--- src/rtl/riscv_fetch.sv ---
// riscv_fetch: instruction fetch stage with IF/ID register and one outstanding imem request.
// Optional perf counters (o_fetch_cnt, o_stall_cnt) exist only when RISCV_FETCH_PERF_CNT_EN is defined.
`ifndef XLEN
`define XLEN 32
`endif

module riscv_fetch #(
   parameter logic [`XLEN-1:0] RESET_PC  = 32'h0000_0000,
   parameter logic [31:0]      NOP_INSTR = 32'h0000_0013
) (
   input  logic              i_clk,
   input  logic              i_rstn,
   input  logic              i_stall_d,
   input  logic              i_flush_d,
   input  logic              i_pc_src_e,
   input  logic [`XLEN-1:0]  i_pc_target_e,
   output logic              o_imem_req,
   output logic [`XLEN-1:0]  o_imem_addr,
   input  logic              i_imem_ready,
   input  logic              i_imem_rvalid,
   input  logic [31:0]       i_imem_rdata,
   output logic [31:0]       o_instr_d,
   output logic [`XLEN-1:0]  o_pc_d,
   output logic [`XLEN-1:0]  o_pc_plus_4d,
   output logic              o_valid_d
`ifdef RISCV_FETCH_PERF_CNT_EN
   ,
   output logic [31:0]       o_fetch_cnt,
   output logic [31:0]       o_stall_cnt
`endif
);

   localparam logic [2:0] IDLE = 3'd0;
   localparam logic [2:0] ADDR = 3'd1;
   localparam logic [2:0] WAIT = 3'd2;
   localparam logic [2:0] HOLD = 3'd3;
   localparam logic [2:0] KILL = 3'd4;

   localparam logic [`XLEN-1:0] PC_INC = `XLEN'(4);

   logic [2:0]       state_q, state_d;
   logic [`XLEN-1:0] pc_q, pc_d;
   logic [`XLEN-1:0] req_pc_q, req_pc_d;
   logic [31:0]      pend_q, pend_d;
   logic [31:0]      instr_q, instr_d;
   logic [`XLEN-1:0] pc_id_q, pc_id_d;
   logic [`XLEN-1:0] pc4_id_q, pc4_id_d;
   logic             valid_q, valid_d;
   logic             load;
   logic [31:0]      load_instr;
   logic [`XLEN-1:0] target_aligned;

   assign target_aligned = {i_pc_target_e[`XLEN-1:2], 2'b00};

   // Request is withheld during a redirect so nothing is accepted for a stale PC.
   assign o_imem_req  = (state_q == ADDR) && !i_pc_src_e;
   assign o_imem_addr = pc_q;

   always_comb begin
      state_d    = state_q;
      pc_d       = pc_q;
      req_pc_d   = req_pc_q;
      pend_d     = pend_q;
      instr_d    = instr_q;
      pc_id_d    = pc_id_q;
      pc4_id_d   = pc4_id_q;
      valid_d    = valid_q;
      load       = 1'b0;
      load_instr = i_imem_rdata;

      case (state_q)
         IDLE: state_d = ADDR;
         ADDR: begin
            if (i_imem_ready) begin
               req_pc_d = pc_q;
               state_d  = WAIT;
            end
         end
         WAIT: begin
            if (i_imem_rvalid) begin
               if (i_stall_d) begin
                  pend_d  = i_imem_rdata;
                  state_d = HOLD;
               end else begin
                  load    = 1'b1;
                  pc_d    = pc_q + PC_INC;
                  state_d = ADDR;
               end
            end
         end
         HOLD: begin
            if (!i_stall_d) begin
               load       = 1'b1;
               load_instr = pend_q;
               pc_d       = pc_q + PC_INC;
               state_d    = ADDR;
            end
         end
         KILL: begin
            if (i_imem_rvalid) state_d = ADDR;
         end
         default: state_d = IDLE;
      endcase

      if (load) begin
         instr_d  = load_instr;
         pc_id_d  = req_pc_q;
         pc4_id_d = req_pc_q + PC_INC;
         valid_d  = 1'b1;
      end

      if (i_pc_src_e) begin
         pc_d   = target_aligned;
         pend_d = '0;
      end

      // In KILL a redirect only retargets the PC; the drop of the stale response still pends.
      if (i_pc_src_e && (state_q != KILL)) begin
         instr_d = NOP_INSTR;
         valid_d = 1'b0;
         state_d = ((state_q == WAIT) && !i_imem_rvalid) ? KILL : ADDR;
      end else if (i_flush_d) begin
         instr_d = NOP_INSTR;
         valid_d = 1'b0;
      end
   end

   always_ff @(posedge i_clk or negedge i_rstn) begin
      if (!i_rstn) begin
         state_q  <= IDLE;
         pc_q     <= RESET_PC;
         req_pc_q <= '0;
         pend_q   <= '0;
         instr_q  <= NOP_INSTR;
         pc_id_q  <= '0;
         pc4_id_q <= '0;
         valid_q  <= 1'b0;
      end else begin
         state_q  <= state_d;
         pc_q     <= pc_d;
         req_pc_q <= req_pc_d;
         pend_q   <= pend_d;
         instr_q  <= instr_d;
         pc_id_q  <= pc_id_d;
         pc4_id_q <= pc4_id_d;
         valid_q  <= valid_d;
      end
   end

   assign o_instr_d    = instr_q;
   assign o_pc_d       = pc_id_q;
   assign o_pc_plus_4d = pc4_id_q;
   assign o_valid_d    = valid_q;

`ifdef RISCV_FETCH_PERF_CNT_EN
   logic        fetch_inc;
   logic [31:0] fetch_cnt_q, fetch_cnt_d;
   logic [31:0] stall_cnt_q, stall_cnt_d;

   assign fetch_inc = load && !i_pc_src_e && !i_flush_d;

   always_comb begin
      fetch_cnt_d = fetch_cnt_q + {31'd0, fetch_inc};
      stall_cnt_d = stall_cnt_q + {31'd0, (state_q == HOLD)};
   end

   always_ff @(posedge i_clk or negedge i_rstn) begin
      if (!i_rstn) begin
         fetch_cnt_q <= '0;
         stall_cnt_q <= '0;
      end else begin
         fetch_cnt_q <= fetch_cnt_d;
         stall_cnt_q <= stall_cnt_d;
      end
   end

   assign o_fetch_cnt = fetch_cnt_q;
   assign o_stall_cnt = stall_cnt_q;
`endif

endmodule

--- config.mk ---
export PLATFORM = sky130hd
export DESIGN_NAME = riscv_fetch
export DESIGN_NICKNAME = d
export VERILOG_FILES = /design/src/rtl/riscv_fetch.sv
export SDC_FILE = /design/constraint.sdc
export NUM_CORES = 1
export LEC_CHECK = 0
export ABC_AREA = 1
export BUFFER_PORTS_ARGS = -buffer_cell sky130_fd_sc_hd__buf_2
export CAP_MARGIN = 20
export CORE_MARGIN = 1
export CORE_UTILIZATION = 40
export DETAILED_ROUTE_END_ITERATION = 8
export PLACE_DENSITY_LB_ADDON = 0.08
export SLEW_MARGIN = 20
export SYNTH_ARGS = -nofsm -noshare
export SYNTH_HDL_FRONTEND = slang
export SYNTH_SLANG_ARGS = --single-unit
--- constraint.sdc ---
create_clock -name i_clk -period 1.71 [get_ports i_clk]
set_input_delay 0.2565 -clock i_clk [delete_from_list [all_inputs] [get_ports i_clk]]
set_output_delay 0.2565 -clock i_clk [all_outputs]
set_load 0.01 [all_outputs]
==> results of run 1 <==
-- sequential cells by signal, indices dropped and copies added (netlist names) --
name	count
o_imem_addr	30
state_q	3
o_pc_plus_4d	30
o_pc_d	30
o_instr_d	32
pend_q	32
o_valid_d	1
req_pc_q	30
-- repair_timing --
action | CTS | global route
endpoints found under the setup margin | 1 | 25
hold buffers | 1 | 0
pin swaps | 0 | 1
hold endpoints to repair | 40 | 0
resized for setup | 1 | 12
buffers inserted | 0 | 1
gates cloned | 0 | 0
-- synthesized netlist by cell type (all sizes together), types with 4 or more instances --
library cell  number  area share, %
a21oi             18           0.99
buf               42            2.8
clkbuf            18           0.71
dfrtp            185             49
inv              137            5.5
nand2            388             15
nand3             87            4.6
nand4             13           0.85
nor2             149            6.5
nor3               4           0.21
o211ai            14            1.1
o21ai            133            7.0
o21bai             4           0.32
o22ai             32            2.1
xor2              13            1.2
-- cells in the final DEF, fill, tap and decap left out, types with 2 or more instances in the layout --
| cell type | n |
|---|---|
| nor2_4 | 5 |
| and2_1 | 2 |
| nand2_1 | 383 |
| inv_6 | 3 |
| dfrtp_1 | 182 |
| nand2_2 | 3 |
| o21ai_1 | 8 |
| nand3_1 | 85 |
| nand4_1 | 13 |
| clkinv_4 | 2 |
| o21bai_1 | 4 |
| dfrtp_2 | 3 |
| clkbuf_16 | 17 |
| bufinv_16 | 4 |
| inv_2 | 2 |
| a21oi_1 | 17 |
| mux2_2 | 2 |
| nand2_4 | 2 |
| clkbuf_1 | 2 |
| buf_12 | 14 |
| clkinvlp_4 | 2 |
| nor2_1 | 135 |
| o211ai_1 | 14 |
| dfstp_2 | 3 |
| inv_1 | 132 |
| xor2_1 | 13 |
| o22ai_1 | 32 |
| nor3_1 | 4 |
| o21ai_0 | 124 |
| conb_1 | 6 |
| clkinv_2 | 2 |
| buf_4 | 20 |
| xnor2_1 | 2 |
| buf_2 | 191 |
| nor2_2 | 8 |
| inv_4 | 3 |
-- final cells by class --
cell class | count | area, sq um | share of cell area (%)
clock inverters | 13 | 189 | 1.62
flip-flops and latches | 188 | 4710 | 40.3
repair buffers | 228 | 1420 | 12.2
inverters | 137 | 522 | 4.46
well taps | 319 | 399 | 3.42
multi-input cells | 873 | 4010 | 34.3
clock buffers | 19 | 433 | 3.70
-- per-layer routing --
metal	vias up	share of wire (%)	routed length, microns
met5	-	0	0
met4	0	0.87	225
met3	12	4.1	1070
met2	222	42	10900
met1	4035	53	13800
li1	4373	-	-
-- cell families after synthesis --
| kind of cell | count (synthesis) |
|---|---|
| simple gates | 644 |
| compound gates | 204 |
| buf+inv | 197 |
| flops | 188 |
| xor+xnor | 15 |
| fa+ha+maj | 2 |
| mux | 2 |
| other cells | 1 |
-- how the worst max path moves through the flow --
stage              startpoint               to  slack, ns
3_3_place_gp       state_q[2]       state_q[1]       0.12
2_1_floorplan  o_imem_addr[3]  o_imem_addr[26]       0.23
6_report           state_q[2]       o_imem_req       0.08
5_1_grt        o_imem_addr[2]  o_imem_addr[28]     -0.003
3_5_place_dp       state_q[2]     o_instr_d[7]       0.06
4_1_cts            state_q[2]       o_imem_req       0.03
-- worst max-delay path, delay by kind of cell, from the launching register on --
family                 cells  cell delay (ns)
and+or+nand+nor            3             0.37
DFF                        1             0.45
buffers and inverters      1             0.14
-- through the flow --
step	setup slack, ns	hold slack (ns)
floorplan	0.232	-0.0391
global placement	0.118	0.254
detailed placement	0.0590	0.253
CTS	0.0251	0.0625
global route	-0.00301	0.0619
finish	0.0755	0.0835
-- power groups by stage --
stage | Sequential, mW | Clock (mW) | Combinational [mW]
floorplan | 6.87 | 0 | 2.65
global placement | 6.76 | 0 | 4.85
detailed placement | 6.77 | 0 | 4.95
CTS | 6.69 | 4.37 | 4.97
global route | 6.87 | 4.53 | 5.63
finish | 6.71 | 4.24 | 4.94
==> summary.md, run 1 <==
| Metric | Value |
|---|---|
| Starting density of the core | `about 41%` |
| Post-synth top flop | `dfrtp_1` |
| Total grt overflow | `0` |
| Largest family of logic cells by synthesized area | `simple AND/OR/NAND/NOR gates` |
| Critical path class | `flip-flop to output pin` |
| Worst VDD drop | `573 uV` |
| Final Cell Area | `11,700 sq um` |
| Hold Crit Depth | `3` |
| Sw Ratio | `37.2%` |
| Mapped Cells | `1,253` |
| Post-Route WL | `between 20 and 30 mm` |
| CP Cell Sequence | `nor2_2 > nand2_2 > nor2_1 > buf_2` |
| Number of antenna violations at the first check in global routing | `0` |
| Ports | `201` |
| Cell Area, Placed | `between 10,000 and 15,000 sq um` |
| Sequential Power Share | `42.3%` |
| Busiest grt layer | `met1` |
| Global-route wire length before repair | `41.9 mm` |
| Reg2reg end | `o_imem_addr[12]` |
| DR pass1 iterations | `5` |
| Status | `finished clean` |
| Maximum clock rate | `612 MHz` |
| GRT met3 Usage | `3.54%` |
| Asr flop ratio synth | `100%` |
| Yosys reg bits | `188` |
| Clock Latency Late Sink | `0.43 ns` |
| Final core occ | `49.9%` |
| XOR/XNOR Fraction of Synth Area | `1.38%` |
| CTS root buf | `clkbuf_16` |
| Largest stage delay on the critical path | `0.45 ns` |
| Full die area | `24,400 sq um` |
| H-Tree Depth | `4` |
| Post-route setup TNS | `0 ns` |
| Met1 GRT Util | `34.9%` |
| CTS tree | `done` |
| Detailed placer's ending HPWL | `between 15 and 20 mm` |
| Syn Area/Cell | `7.60 sq um` |
| Max-slew violation count | `0` |
| Mux share of post-synthesis cell area | `0.237%` |
| Initial drt markers | `between 400 and 500` |
| Fraction of layout cells with a size suffix above 1 | `20.2%` |
| GR Util met2 | `31.0%` |
| Worst Path Arrival | `1.38 ns` |
| Finished Layout Cells | `~1,800` |
| ANT cells | `0` |
| Yosys warning count | `0` |
| Reg2Reg Depth | `8` |
| Final Setup Violations | `0` |
| Post-Synth Adder-Cell Area | `less than 1%` |
| Worst EP required | `1.45 ns` |
| ANT nets after route | `0` |
| PwrDens | `1360 nW/um^2` |
| Reg2Reg Launch Point | `o_imem_addr[2]` |
| Combinational share of power | `between 30 and 40%` |
| Core ar. | `23,400 sq um` |
| Clock share of power | `26.7%` |
| Final min period | `1.63 ns` |
| Die W | `between 150 and 200 microns` |
| Layout fillers | `2,414` |
| CP max FO | `4` |
| WHS Endpoint | `o_imem_addr[9]` |
| Sw Pwr | `about 5.9 mW` |
| Layout Skew | `about 0.017 ns` |
| Post-synth EDFFs | `0` |
| Largest net degree at the start of global routing | `63` |
| Clock sink count | `around 190` |
| Total global-route track usage | `22.1%` |
| Seq/Total Area, Yosys | `49.5%` |
| Area grow syn2layout | `22.8%` |
| CP endpoint kind | `output pin` |
| Slowest CP cell | `dfrtp_2` |
| Total power | `15.9 mW` |
| Core Rows | `between 50 and 60` |
| Gpl congestion | `0.811` |
| PortBufs | `approximately 190` |
| Worst hold start | `i_pc_target_e[9]` |
| Die height | `156 microns` |
| Routed WL per cell | `14.6 microns` |
| CTS Buf Count | `17` |
| RSZ-0062 raised after global routing | `yes` |
| Lkg Pwr | `5.84 nW` |
| Placed Cells incl. Taps | `1,743` |
| Clock buffer depth | `2` |
| Power Internal | `9.98 mW` |
| R2R Setup Slk | `about 0.15 ns` |
| Final net count | `1,518` |
| Post-Synth Simple-Gate Area | `27.9%` |
| Yosys cell types | `38` |
| CP Launch Type | `flip-flop` |
| Final Hold Fails | `0` |
| Period utilization | `95.6%` |
| Hold crit path type | `input port to flip-flop` |
| # DRC | `0` |
| Via/cell ratio | `4.86` |
| Vias in the first global route | `7,864` |
| Total vias in the final route | `8,642` |
| Reg clk slew, reported paths | `0.07 ns` |
| Max-cap violations | `0` |
| Compound-Gate Fraction of Synth Area | `between 10% and 20%` |
| Area of the mapped netlist | `9520 sq um` |
(Power assumes the default switching activity.)
==> run 2: changes to the inputs <==
- PLACE_DENSITY: default -> 0.69
- PLACE_DENSITY_LB_ADDON: 0.08 -> default
==> run 2 against run 1 <==
Fmax fell by 0.49%. Cell count decreased by 0.17%. Utilization down 0.24 points. First-iteration DRC count increased by 29%. Critical path depth up 1. Combinational power hardly changed.
==> summary.md, run 2 (synthesis gave the netlist of run 1 again) <==
| Metric | Value |
|---|---|
| Status | `finished clean` |
| CP endpoint kind | `output pin` |
| Most common cell after layout, fill and taps aside | `nand2_1` |
| Setup ws final | `0.0674 ns (-0.00804 ns)` |
| Worst EP required | `1.45 ns (about the same)` |
| Initial drt markers | `625 (+29%)` |
| Largest net degree at the start of global routing | `56 (-11%)` |
| Post-Route WL | `26.2 mm (+1.0%)` |
| Die W | `156 microns (unchanged)` |
| Final min period | `1.64 ns (+0.00804 ns)` |
| Hold slack | `0.0664 ns (-0.0170 ns)` |
| CTS tree | `done` |
| # DRC | `0 (unchanged)` |
| CP Launch Type | `flip-flop` |
| Clock buffer depth | `2 (unchanged)` |
| H-Tree Depth | `4 (unchanged)` |
| CTS Buf Count | `17 (unchanged)` |
| Final Hold Fails | `0 (unchanged)` |
| Rel. slew slack | `66.0%` |
| Final Setup Violations | `0 (unchanged)` |
| Die height | `156 microns (unchanged)` |
| Total global-route track usage | `21.5% (-0.52 points)` |
| Ports | `201 (unchanged)` |
| CP Cell Sequence | `inv_1 > nor2_2 > nand2_1 > nor2_1 > buf_2` |
| Core ar. | `23,400 sq um (unchanged)` |
| Max-cap violations | `0 (unchanged)` |
| Final core occ | `49.7% (-0.24 points)` |
| CTS root buf | `clkbuf_16` |
| Maximum clock rate | `609 MHz (-0.49%)` |
| Total power | `15.5 mW (-2.6%)` |
| Clock sink count | `188 (unchanged)` |
| Most frequent cells in the layout | `nand2_1 (382), buf_2 (191), dfrtp_1 (183)` |
| Number of antenna violations at the first check in global routing | `5 (+5)` |
| Hold crit path type | `input port to flip-flop` |
| Core Rows | `56 (unchanged)` |
| Clock Latency Late Sink | `0.44 ns (about the same)` |
| Met1 GRT Util | `29.6% (-5.3 points)` |
| Worst Path Arrival | `1.39 ns (about the same)` |
| Lkg Pwr | `5.82 nW (-0.42%)` |
| Dpl ws | `0.0635 ns (+0.00455 ns)` |
| Starting density of the core | `40.7% (unchanged)` |
| Slowest CP cell | `dfrtp_1` |
| Worst slew pin tran | `0.508 ns` |
| Layout fillers | `2,366 (-2.0%)` |
| DR pass1 iterations | `5 (unchanged)` |
| PortBufs | `192 (unchanged)` |
| Layout Skew | `0.0184 ns (+0.00128 ns)` |
| Detailed placer's ending HPWL | `18.6 mm (-0.25%)` |
| Fraction of layout cells with a size suffix above 1 | `20.1% (-0.054 points)` |
| Area grow syn2layout | `22.2%` |
| Routed WL per cell | `14.8 microns (+1.2%)` |
| CP max FO | `3 (-1)` |
| Period utilization | `96.1% (+0.47 points)` |
| Total vias in the final route | `8,832 (+2.2%)` |
| Max-slew violation count | `0 (unchanged)` |
| Largest stage delay on the critical path | `0.39 ns (-0.06 ns)` |
| Global-route wire length before repair | `41.0 mm (-2.0%)` |
| RSZ-0062 raised after global routing | `yes` |
| Final net count | `1,513 (-0.33%)` |
| Full die area | `24,400 sq um (unchanged)` |
| GR Util met2 | `33.3% (+2.2 points)` |
| Via/cell ratio | `4.98 (+2.4%)` |
| Multi-input gate area in the final layout | `4030 sq um (+0.41%)` |
| ANT nets after route | `0 (unchanged)` |
| Reg clk slew, reported paths | `0.07 ns (about the same)` |
| Total grt overflow | `0 (unchanged)` |
| Register area | `4710 sq um (about the same)` |
| Gpl congestion | `0.908 (+12%)` |
| Worst VDD drop | `584 uV (+1.9%)` |
| Vias in the first global route | `7,974 (+1.4%)` |
| Setup Buffers After CTS | `0 (unchanged)` |
| Critical path class | `flip-flop to output pin` |
| Post-route setup TNS | `0 ns (unchanged)` |
| PwrDens | `1330 nW/um^2 (-2.1%)` |
| Busiest grt layer | `met2` |
| GRT met3 Usage | `4.62% (+1.1 points)` |
-- run 2: cell types whose count changed in the layout (fill, tap and decap cells not counted), moves of 2 or more --
cell / previous run / this run
buf_4: 20 / 15
bufinv_16: 4 / 0
clkbuf_1: 2 / 0
clkbuf_16: 17 / 19
clkinv_4: 2 / 4
clkinvlp_4: 2 / 0
diode_2: 0 / 3
inv_8: 0 / 5
nand3_2: 1 / 3
nor2_1: 135 / 133
-- run 2: final timing paths --
check | from | to | slack (ns) | depth (start not counted)
worst min-delay path | i_pc_target_e[2] | o_imem_addr[2] | 0.07 | 3
max in group asynchronous | i_rstn | o_pc_plus_4d[2] | 0.76 | 3
min in group asynchronous | i_rstn | o_pc_plus_4d[22] | 0.29 | 2
worst max-delay path | state_q[0] | o_imem_req | 0.07 | 5
worst min register to register | o_instr_d[10] | o_instr_d[10] | 0.47 | 2
worst max register to register | state_q[1] | o_instr_d[28] | 0.12 | 9
-- run 2: routing by layer --
layer	wire length (microns)	part of all wire [%]	vias to the layer above
li1	-	-	4376
met1	11900	45	4132
met2	12000	46	281
met3	1660	6.3	41
met4	621	2.4	2
met5	12	0.046	-
-- run 2: per-stage QoR --
step	instances	cell area [sq um]
2_1_floorplan	1258	9540
3_3_place_gp	1737	10900
3_5_place_dp	1737	10900
4_1_cts	1769	11500
5_1_grt	1774	11600
6_report	1774	11600
-- run 2: critical path: cells and delay by family (launching register included) --
family / cells / cell delay [ns]
flops: 1 / 0.39
simple gates: 3 / 0.32
buf+inv: 2 / 0.25
-- run 2: repair_timing --
item / in CTS / in global routing
gates resized for setup: 0 / 15
endpoints found under the setup margin: 0 / 36
endpoints found under the hold margin: 27 / 0
hold buffers: 1 / 0
-- run 2: power breakdown --
group	switching, mW	leakage [nW]	internal (mW)
Clock	1.89	0.281	1.96
Combinational	3.04	3.11	1.90
Sequential	1.09	2.42	5.61
-- run 2: layout make-up --
type	count	area share, %
clock buffer	18	3.78
sequential	188	40.5
timing repair buffer	223	12.1
antenna	3	0.0646
inverter	137	4.49
multi-input combinational	873	34.6
clock inverter	13	1.05
tap	319	3.43
